File: config.mk
export PLATFORM = sky130hd
export DESIGN_NAME = addsub_seq_ctrl
export DESIGN_NICKNAME = d
export VERILOG_FILES = /design/src/rtl/addsub_seq_ctrl.sv
export SDC_FILE = /design/constraint.sdc
export NUM_CORES = 1
export LEC_CHECK = 0
export ABC_AREA = 1
export BUFFER_PORTS_ARGS = -buffer_cell sky130_fd_sc_hd__buf_2
export CAP_MARGIN = 20
export CORE_AREA = 4 4 140 115
export DETAILED_ROUTE_END_ITERATION = 10
export DIE_AREA = 0 0 144 119
export PLACE_DENSITY_LB_ADDON = 0.15
export SETUP_SLACK_MARGIN = 0.4
export SLEW_MARGIN = 10
export SYNTH_ARGS = -nofsm -noshare
export SYNTH_HDL_FRONTEND = slang
export SYNTH_SLANG_ARGS = --single-unit
export TNS_END_PERCENT = 20
File: constraint.sdc
create_clock -name clk -period 2.7 [get_ports clk]
set_input_delay 0.135 -clock clk [delete_from_list [all_inputs] [get_ports clk]]
set_output_delay 0.135 -clock clk [all_outputs]
set_load 0.005 [all_outputs]
File: src/rtl/addsub_seq_ctrl.sv
// addsub_seq_ctrl: W-bit add/subtract performed nibble-serially through a
// single 4-bit adder/subtractor, LSB nibble first, under IDLE/RUN/DONE control.
module addsub_seq_ctrl #(
  parameter int NIBBLES = 4
) (
  input  logic                 clk,
  input  logic                 rst_n,
  input  logic                 start,
  input  logic                 mode,
  input  logic [4*NIBBLES-1:0] a,
  input  logic [4*NIBBLES-1:0] b,
  output logic                 busy,
  output logic                 done,
  output logic [4*NIBBLES-1:0] sum,
  output logic                 co,
  output logic                 v
);

  localparam int W     = 4 * NIBBLES;
  localparam int IDX_W = (NIBBLES > 1) ? $clog2(NIBBLES) : 1;
  localparam logic [IDX_W-1:0] LAST_IDX = IDX_W'(NIBBLES - 1);

  typedef enum logic [1:0] {
    IDLE,
    RUN,
    DONE
  } state_t;

  state_t state;
  state_t state_next;

  logic [IDX_W-1:0] idx;
  logic             carry;
  logic             mode_reg;
  logic [W-1:0]     a_reg;
  logic [W-1:0]     b_reg;
  logic [W-1:0]     shadow;

  logic [3:0]       a_nib;
  logic [3:0]       b_nib;
  logic [3:0]       nib_sum;
  logic             nib_co;
  logic [3:0]       low_sum;
  logic             msb_cin;
  logic             last_pass;
  logic [W-1:0]     shadow_merged;

  // Nibble adder: B is inverted in subtract mode, with the initial carry = mode
  // supplying the +1. The carry into bit 3 of the final nibble is the carry
  // into the word MSB, which together with the carry out gives signed overflow.
  always_comb begin
    a_nib         = a_reg[{idx, 2'b00} +: 4];
    b_nib         = b_reg[{idx, 2'b00} +: 4] ^ {4{mode_reg}};
    {nib_co, nib_sum} = {1'b0, a_nib} + {1'b0, b_nib} + {4'b0000, carry};
    low_sum       = {1'b0, a_nib[2:0]} + {1'b0, b_nib[2:0]} + {3'b000, carry};
    msb_cin       = low_sum[3];
    last_pass     = (idx == LAST_IDX);
    shadow_merged = shadow;
    shadow_merged[{idx, 2'b00} +: 4] = nib_sum;
  end

  // State register.
  always_ff @(posedge clk or negedge rst_n) begin
    if (!rst_n) begin
      state <= IDLE;
    end else begin
      state <= state_next;
    end
  end

  // Next-state logic and status outputs; busy covers RUN and DONE.
  always_comb begin
    state_next = state;
    busy       = 1'b0;
    done       = 1'b0;
    case (state)
      IDLE: begin
        if (start) begin
          state_next = RUN;
        end
      end
      RUN: begin
        busy = 1'b1;
        if (last_pass) begin
          state_next = DONE;
        end
      end
      DONE: begin
        busy       = 1'b1;
        done       = 1'b1;
        state_next = IDLE;
      end
      default: state_next = IDLE;
    endcase
  end

  // Datapath: latch operands on accept, one nibble per RUN cycle, and publish
  // sum/co/v on the final pass so they appear together with the done pulse.
  always_ff @(posedge clk or negedge rst_n) begin
    if (!rst_n) begin
      idx      <= '0;
      carry    <= 1'b0;
      mode_reg <= 1'b0;
      a_reg    <= '0;
      b_reg    <= '0;
      shadow   <= '0;
      sum      <= '0;
      co       <= 1'b0;
      v        <= 1'b0;
    end else begin
      case (state)
        IDLE: begin
          if (start) begin
            a_reg    <= a;
            b_reg    <= b;
            mode_reg <= mode;
            idx      <= '0;
            carry    <= mode;
          end
        end
        RUN: begin
          shadow <= shadow_merged;
          carry  <= nib_co;
          idx    <= idx + 1'b1;
          if (last_pass) begin
            sum <= shadow_merged;
            co  <= nib_co;
            v   <= nib_co ^ msb_cin;
          end
        end
        default: begin
        end
      endcase
    end
  end

endmodule

=== After elaboration in Yosys (flattened, before gate mapping) ===
Cells that the tools add are included.

* Register bits after elaboration: 72
* Logic and storage cells: 44
* Bits of input ports: 36
* Output and inout bits: 20

* Bitwise gates (word level): 2
* Multiplexer cells: 10
* Shift operators: 4
* Add/subtract/negate cells: 6
* Equal/unequal tests: 5
* Reduce and logical (&&, ||, !) cells: 7

{| class="wikitable"
|+ Operators by type and width
! operator !! count
|-
| variable part select 16 x 5 -> 4 bit || 2
|-
| bitwise mux 16 bit || 1
|-
| variable shift 4 x 6 -> 16 bit, first input constant || 1
|-
| variable part select 4 x 6 -> 16 bit || 1
|-
| one-hot mux 2 bit (2 select lines) || 2
|-
| AND reduction 2 bit || 4
|-
| 2-to-1 mux 2 bit || 3
|-
| negation 4 -> 6 bit || 1
|-
| adder 4 x 4 -> 5 bit || 1
|-
| adder 5 x 1 -> 5 bit || 1
|-
| adder 3 x 3 -> 4 bit || 1
|-
| adder 4 x 1 -> 4 bit || 1
|-
| equality test 2 bit, second input constant || 2
|-
| != test 2 bit, second input constant || 2
|-
| bitwise XOR 4 bit || 1
|-
| 2-to-1 mux 1 bit || 3
|-
| adder 2 x 1 -> 2 bit, second input constant || 1
|-
| equality test 2 x 1 -> 1 bit, second input constant || 1
|-
| logical NOT 2 bit || 1
|-
| one-hot mux 1 bit (2 select lines) || 1
|-
| nonzero test 2 bit || 1
|-
| OR reduction 2 bit || 1
|-
| bitwise XOR 1 bit || 1
|}

=== Logic depth before layout (Yosys ltp) ===
* Word-level depth: 6
* Gate-level depth with buffers: 15
* Mapped depth without buffers: 14

=== Worst setup path before layout ===
No wires, ideal clock.

* Kind: register to register
* Start point: reg idx[0]
* End point: reg v
* Setup time: 0.123 ns
* Path buffers: 2
* Data required time: 2.577 ns
* Arrival time: 2.354 ns
* Slack: 0.223 ns
* Period minus slack after synthesis: 2.477 ns
* Stages on the path, launching flop included: 13
* Path through: dfrtp_1 -> inv_2 -> buf_6 -> buf_6 -> nand2_1 -> a32o_1 -> fa_1 -> fa_1 -> inv_1 -> a21oi_1 -> o21bai_1 -> xnor2_1 -> o21ai_1

* Word-level cells in the longest chain between the ends: 5
* Elaborated cells between the ends (all ways): 10
* Those cells by class: add/sub (4); eq/ne (1); shift (2); bitwise (2); reduce/logical (1)

{| class="wikitable"
|+ Ends and longest elaborated chain
! what !! line !! text
|-
| from (decl) || 32 || <nowiki>logic [IDX_W-1:0] idx;</nowiki>
|-
| from (signal assigned) || 124 || <nowiki>idx <= idx + 1'b1;</nowiki>
|-
| variable part select 16 x 5 -> 4 bit || 53 || <nowiki>b_nib = b_reg[{idx, 2'b00} +: 4] ^ {4{mode_reg}};</nowiki>
|-
| bitwise XOR 4 bit || 53 ||
|-
| adder 4 x 4 -> 5 bit or adder 3 x 3 -> 4 bit (tied branches) || 54, 55 ||
|-
| adder 5 x 1 -> 5 bit or adder 4 x 1 -> 4 bit (tied branches) || 54, 55 ||
|-
| bitwise XOR 1 bit || 128 || <nowiki>v <= nib_co ^ msb_cin;</nowiki>
|-
| to (signal assigned) || 128 ||
|-
| to (decl) || 16 || <nowiki>output logic v</nowiki>
|}

Several ways; a longest one is shown, not always the timed one.
A chain may end at the register's enable or synchronous reset.

=== Worst setup path after layout ===
* Start point: reg idx[0]
* End point: reg carry

* Word-level cells in the longest chain between the ends: 5
* Elaborated cells between the ends (all ways): 6
* Those cells by class: add/sub (2); shift (2); mux (1); bitwise (1)

{| class="wikitable"
|+ Ends and longest elaborated chain
! what !! line !! text
|-
| variable part select 16 x 5 -> 4 bit || 53 ||
|-
| bitwise XOR 4 bit || 53 ||
|-
| adder 4 x 4 -> 5 bit * || 54 || <nowiki>{nib_co, nib_sum} = {1'b0, a_nib} + {1'b0, b_nib} + {4'b0000, carry};</nowiki>
|-
| adder 5 x 1 -> 5 bit * || 54 ||
|-
| one-hot mux 1 bit (2 select lines) * || 111 || <nowiki>case (state)</nowiki>
|-
| to (signal assigned) || 118 || <nowiki>carry <= mode;</nowiki>
|-
| to (signal assigned) || 123 || <nowiki>carry <= nib_co;</nowiki>
|-
| to (decl) || 33 || <nowiki>logic carry;</nowiki>
|}

Mark *: on every way between the ends. The rest lies on a longest branch, timed or not.

==> summary.txt <==
status = finished clean
Remaining Overflow, GRT = 0
Initial Utilization = 24.4%
worst-margin pin slew = 734 ps
count leader, synth = nand2_1
CTS sink cnt = 72
hold path startpoint = a[14]
Pins Over Slew Limit = 0
Comb pwr share = 57.1%
DR WL/cell = 14.2 µm
Leakage = 2.35 nW
die area = 17100 µm²
final core occ = 31.6%
WHS Path Cells = 2
sequential share of power = 26.9%
Setup CP Type = register to register
Hold EP = a_reg[14]
ranking of synthesized cells by area = dfrtp_1 50%, nand2_1 11%, mux2_4 8.3%
sequential element share of the synthesized area = 50.0%
Critical Path AT = 2680 ps
gr usage total = 11.3%
syn_area_per_cell = 9.72 µm²
required time worst endpoint = 2950 ps
max incr delay on CP = 450 ps
clk slew on worst S/H paths = 50 ps
DP Wirelength = 6.58 mm
cell taking the most area after synthesis = dfrtp_1
Final Skew = 5.63 ps
cells after synthesis = 371
max cap viols = 0
final hold vios = 0
PortBufs = 55
Reg2Reg Setup Slack = 280 ps
Clk pwr share = 15.9%
GPL Wtd Cong = 0.785
Slowest-stage cell, CP = dfrtp_2
Worst Setup End Kind = register
Nets = 500
Peak VDD IR = 0.000610 V
Ys Warns = 0
Worst R2R Path Depth = 12
worst hold slack = 15.4 ps
Final min period = 2420 ps
fill cell count = 1531
NetSw = 0.00285 W
first-pass GRT wire length = 15.2 mm
clock buffer depth = 2
Vias/cell = 4.25
final setup TNS = 0 ps
Pre-Repair DR Iteration Count = 4
PwrDens = 1470 nW/µm²
share of layout cells above drive strength 1 = 35.2%
top post-synthesis cells by count = 107 x nand2_1, 72 x dfrtp_1, 35 x inv_1, 31 x o21ai_0, 20 x mux2_4
post-route insts no fill = 643
RR Endpoint = carry
sw frac = 41.5%
I/O pins = 56
# H-tree levels = 3
1st-iter DRT viols = 172
Antenna Nets Post-Route = 0
number of global-route vias before repair = 2859
core area = 14800 µm²
initial antenna violation count = 0
Post-Syn Area = 3600 µm²
antenna cells = 0
dpl cells = 612
Yosys cell types = 31
final worst-path cycle share = 89.8%
CTS Root Cell = clkbuf_16
post-synth top area share = 50.0%
unrepaired setup endpoints after global routing = true
worst-path maximum fanout = 7
Finish-stage setup viols = 0
cts bufs inserted = 9
FF+latch count, synth = 72
predominant post-synthesis flop cell = dfrtp_1
largest net degree at the start of global routing = 44
Hold WC Path Type = input pin to register
Post-synth EDFFs = 0
Syn Nets = 421
Synth async-reset ratio = 100%
CP Cell Sequence = inv_4 -> buf_6 -> nand2_1 -> a32o_1 -> fa_2 -> fa_2 -> inv_2 -> a21oi_2 -> o21bai_2 -> buf_4 -> o21ai_0 -> o21ai_0
synthesis-to-finish area growth = 29.5%
Rel. slew slack = 51.0%
later-pin clock latency in the skew report = 340 ps
Die Y = 119 µm
CTS tree = built
via count = 2730
DRC Markers = 0
DIE WIDTH = 144 µm
Peak Freq = 412 MHz
startpoint types = register
Site Rows = 40
r2r startpoint = idx[0]
Int Power = 0.00403 W
DRT Wirelength = 9.11 mm
## per-stage QoR
step                instance area (µm²)  power [W]  worst slack, ps
floorplan                          3610    0.00406              304
global placement                   4120    0.00492              154
detailed placement                 4120    0.00495              109
CTS                                4540    0.00654              296
global route                       4670    0.00750              154
finish                             4670    0.00688              275
## area by class of cell
cell class                 count  area [µm²]  share of cell area (%)
sequential                    72        1800                    38.6
clock inverter                 3        17.5                   0.375
inverter                      39         149                    3.19
timing repair buffer          83         522                    11.2
tap                          189         236                    5.06
multi-input combinational    245        1690                    36.1
clock buffer                  12         256                    5.49
## per-layer routing
metal | vias up | track usage, % | share of wire (%)
met2 | 48 | 14.9 | 40
li1 | 1367 | - | -
met5 | - | 0 | 0
met3 | 14 | 3.65 | 5.5
met4 | 0 | 4.06 | 1.7
met1 | 1301 | 16.9 | 53
## worst max-delay path by stage
stage	slack, ps	to	from	cells past startpoint
finish	280	carry	idx[0]	12
global route	150	carry	idx[0]	12
CTS	300	shadow[5]	idx[0]	11
detailed placement	110	v	idx[0]	11
global placement	150	v	idx[0]	11
floorplan	300	v	idx[0]	12
## power by group through the flow
stage | logic, W | clock network [W] | registers, W
2_1_floorplan | 0.00230 | 0 | 0.00176
3_3_place_gp | 0.00307 | 0 | 0.00186
3_5_place_dp | 0.00310 | 0 | 0.00185
4_1_cts | 0.00355 | 0.00114 | 0.00184
5_1_grt | 0.00440 | 0.00118 | 0.00192
6_report | 0.00393 | 0.00110 | 0.00185
## critical path: cells and delay by family (launching register included)
| family | cells | cell delay [ps] |
|---|---|---|
| AO/OA/AOI/OAI | 5 | 650 |
| AND/OR/NAND/NOR | 1 | 40 |
| flip-flops | 1 | 450 |
| buffers and inverters | 4 | 470 |
| adder cells (fa/ha/maj) | 2 | 730 |
## cells in the final DEF, fill, tap and decap left out, types with 8 or more instances in the layout
master	synthesis	final
buf_2	6	56
buf_4	2	18
clkbuf_16	0	9
dfrtp_1	72	71
ha_1	12	12
inv_1	35	33
mux2_1	8	8
mux2_4	20	20
nand2_1	107	100
nand2_2	2	8
nor2_1	15	11
o21ai_0	31	21
o22ai_1	15	9
## cell families (layout without fill, tap and decap cells)
logic type	after synthesis	after routing	share of synthesized area (%)
and+or+nand+nor	132	132	14.5
AOI/OAI and AO/OA	61	61	9.65
buffers and inverters	54	137	7.08
DFF	72	72	50.0
muxes	32	32	12.1
xor gates and xnor gates	6	6	1.46
adders and majority gates	14	14	5.28
## what timing repair did
item	4_1_cts	5_1_grt
gates cloned	0	1
resized for setup	24	27
hold buffers	3	0
setup endpoints to repair	28	33
endpoints found under the hold margin	31	0
buffers inserted	7	5
pin swaps	7	12
Note: power is estimated with default switching activity, not from simulation.
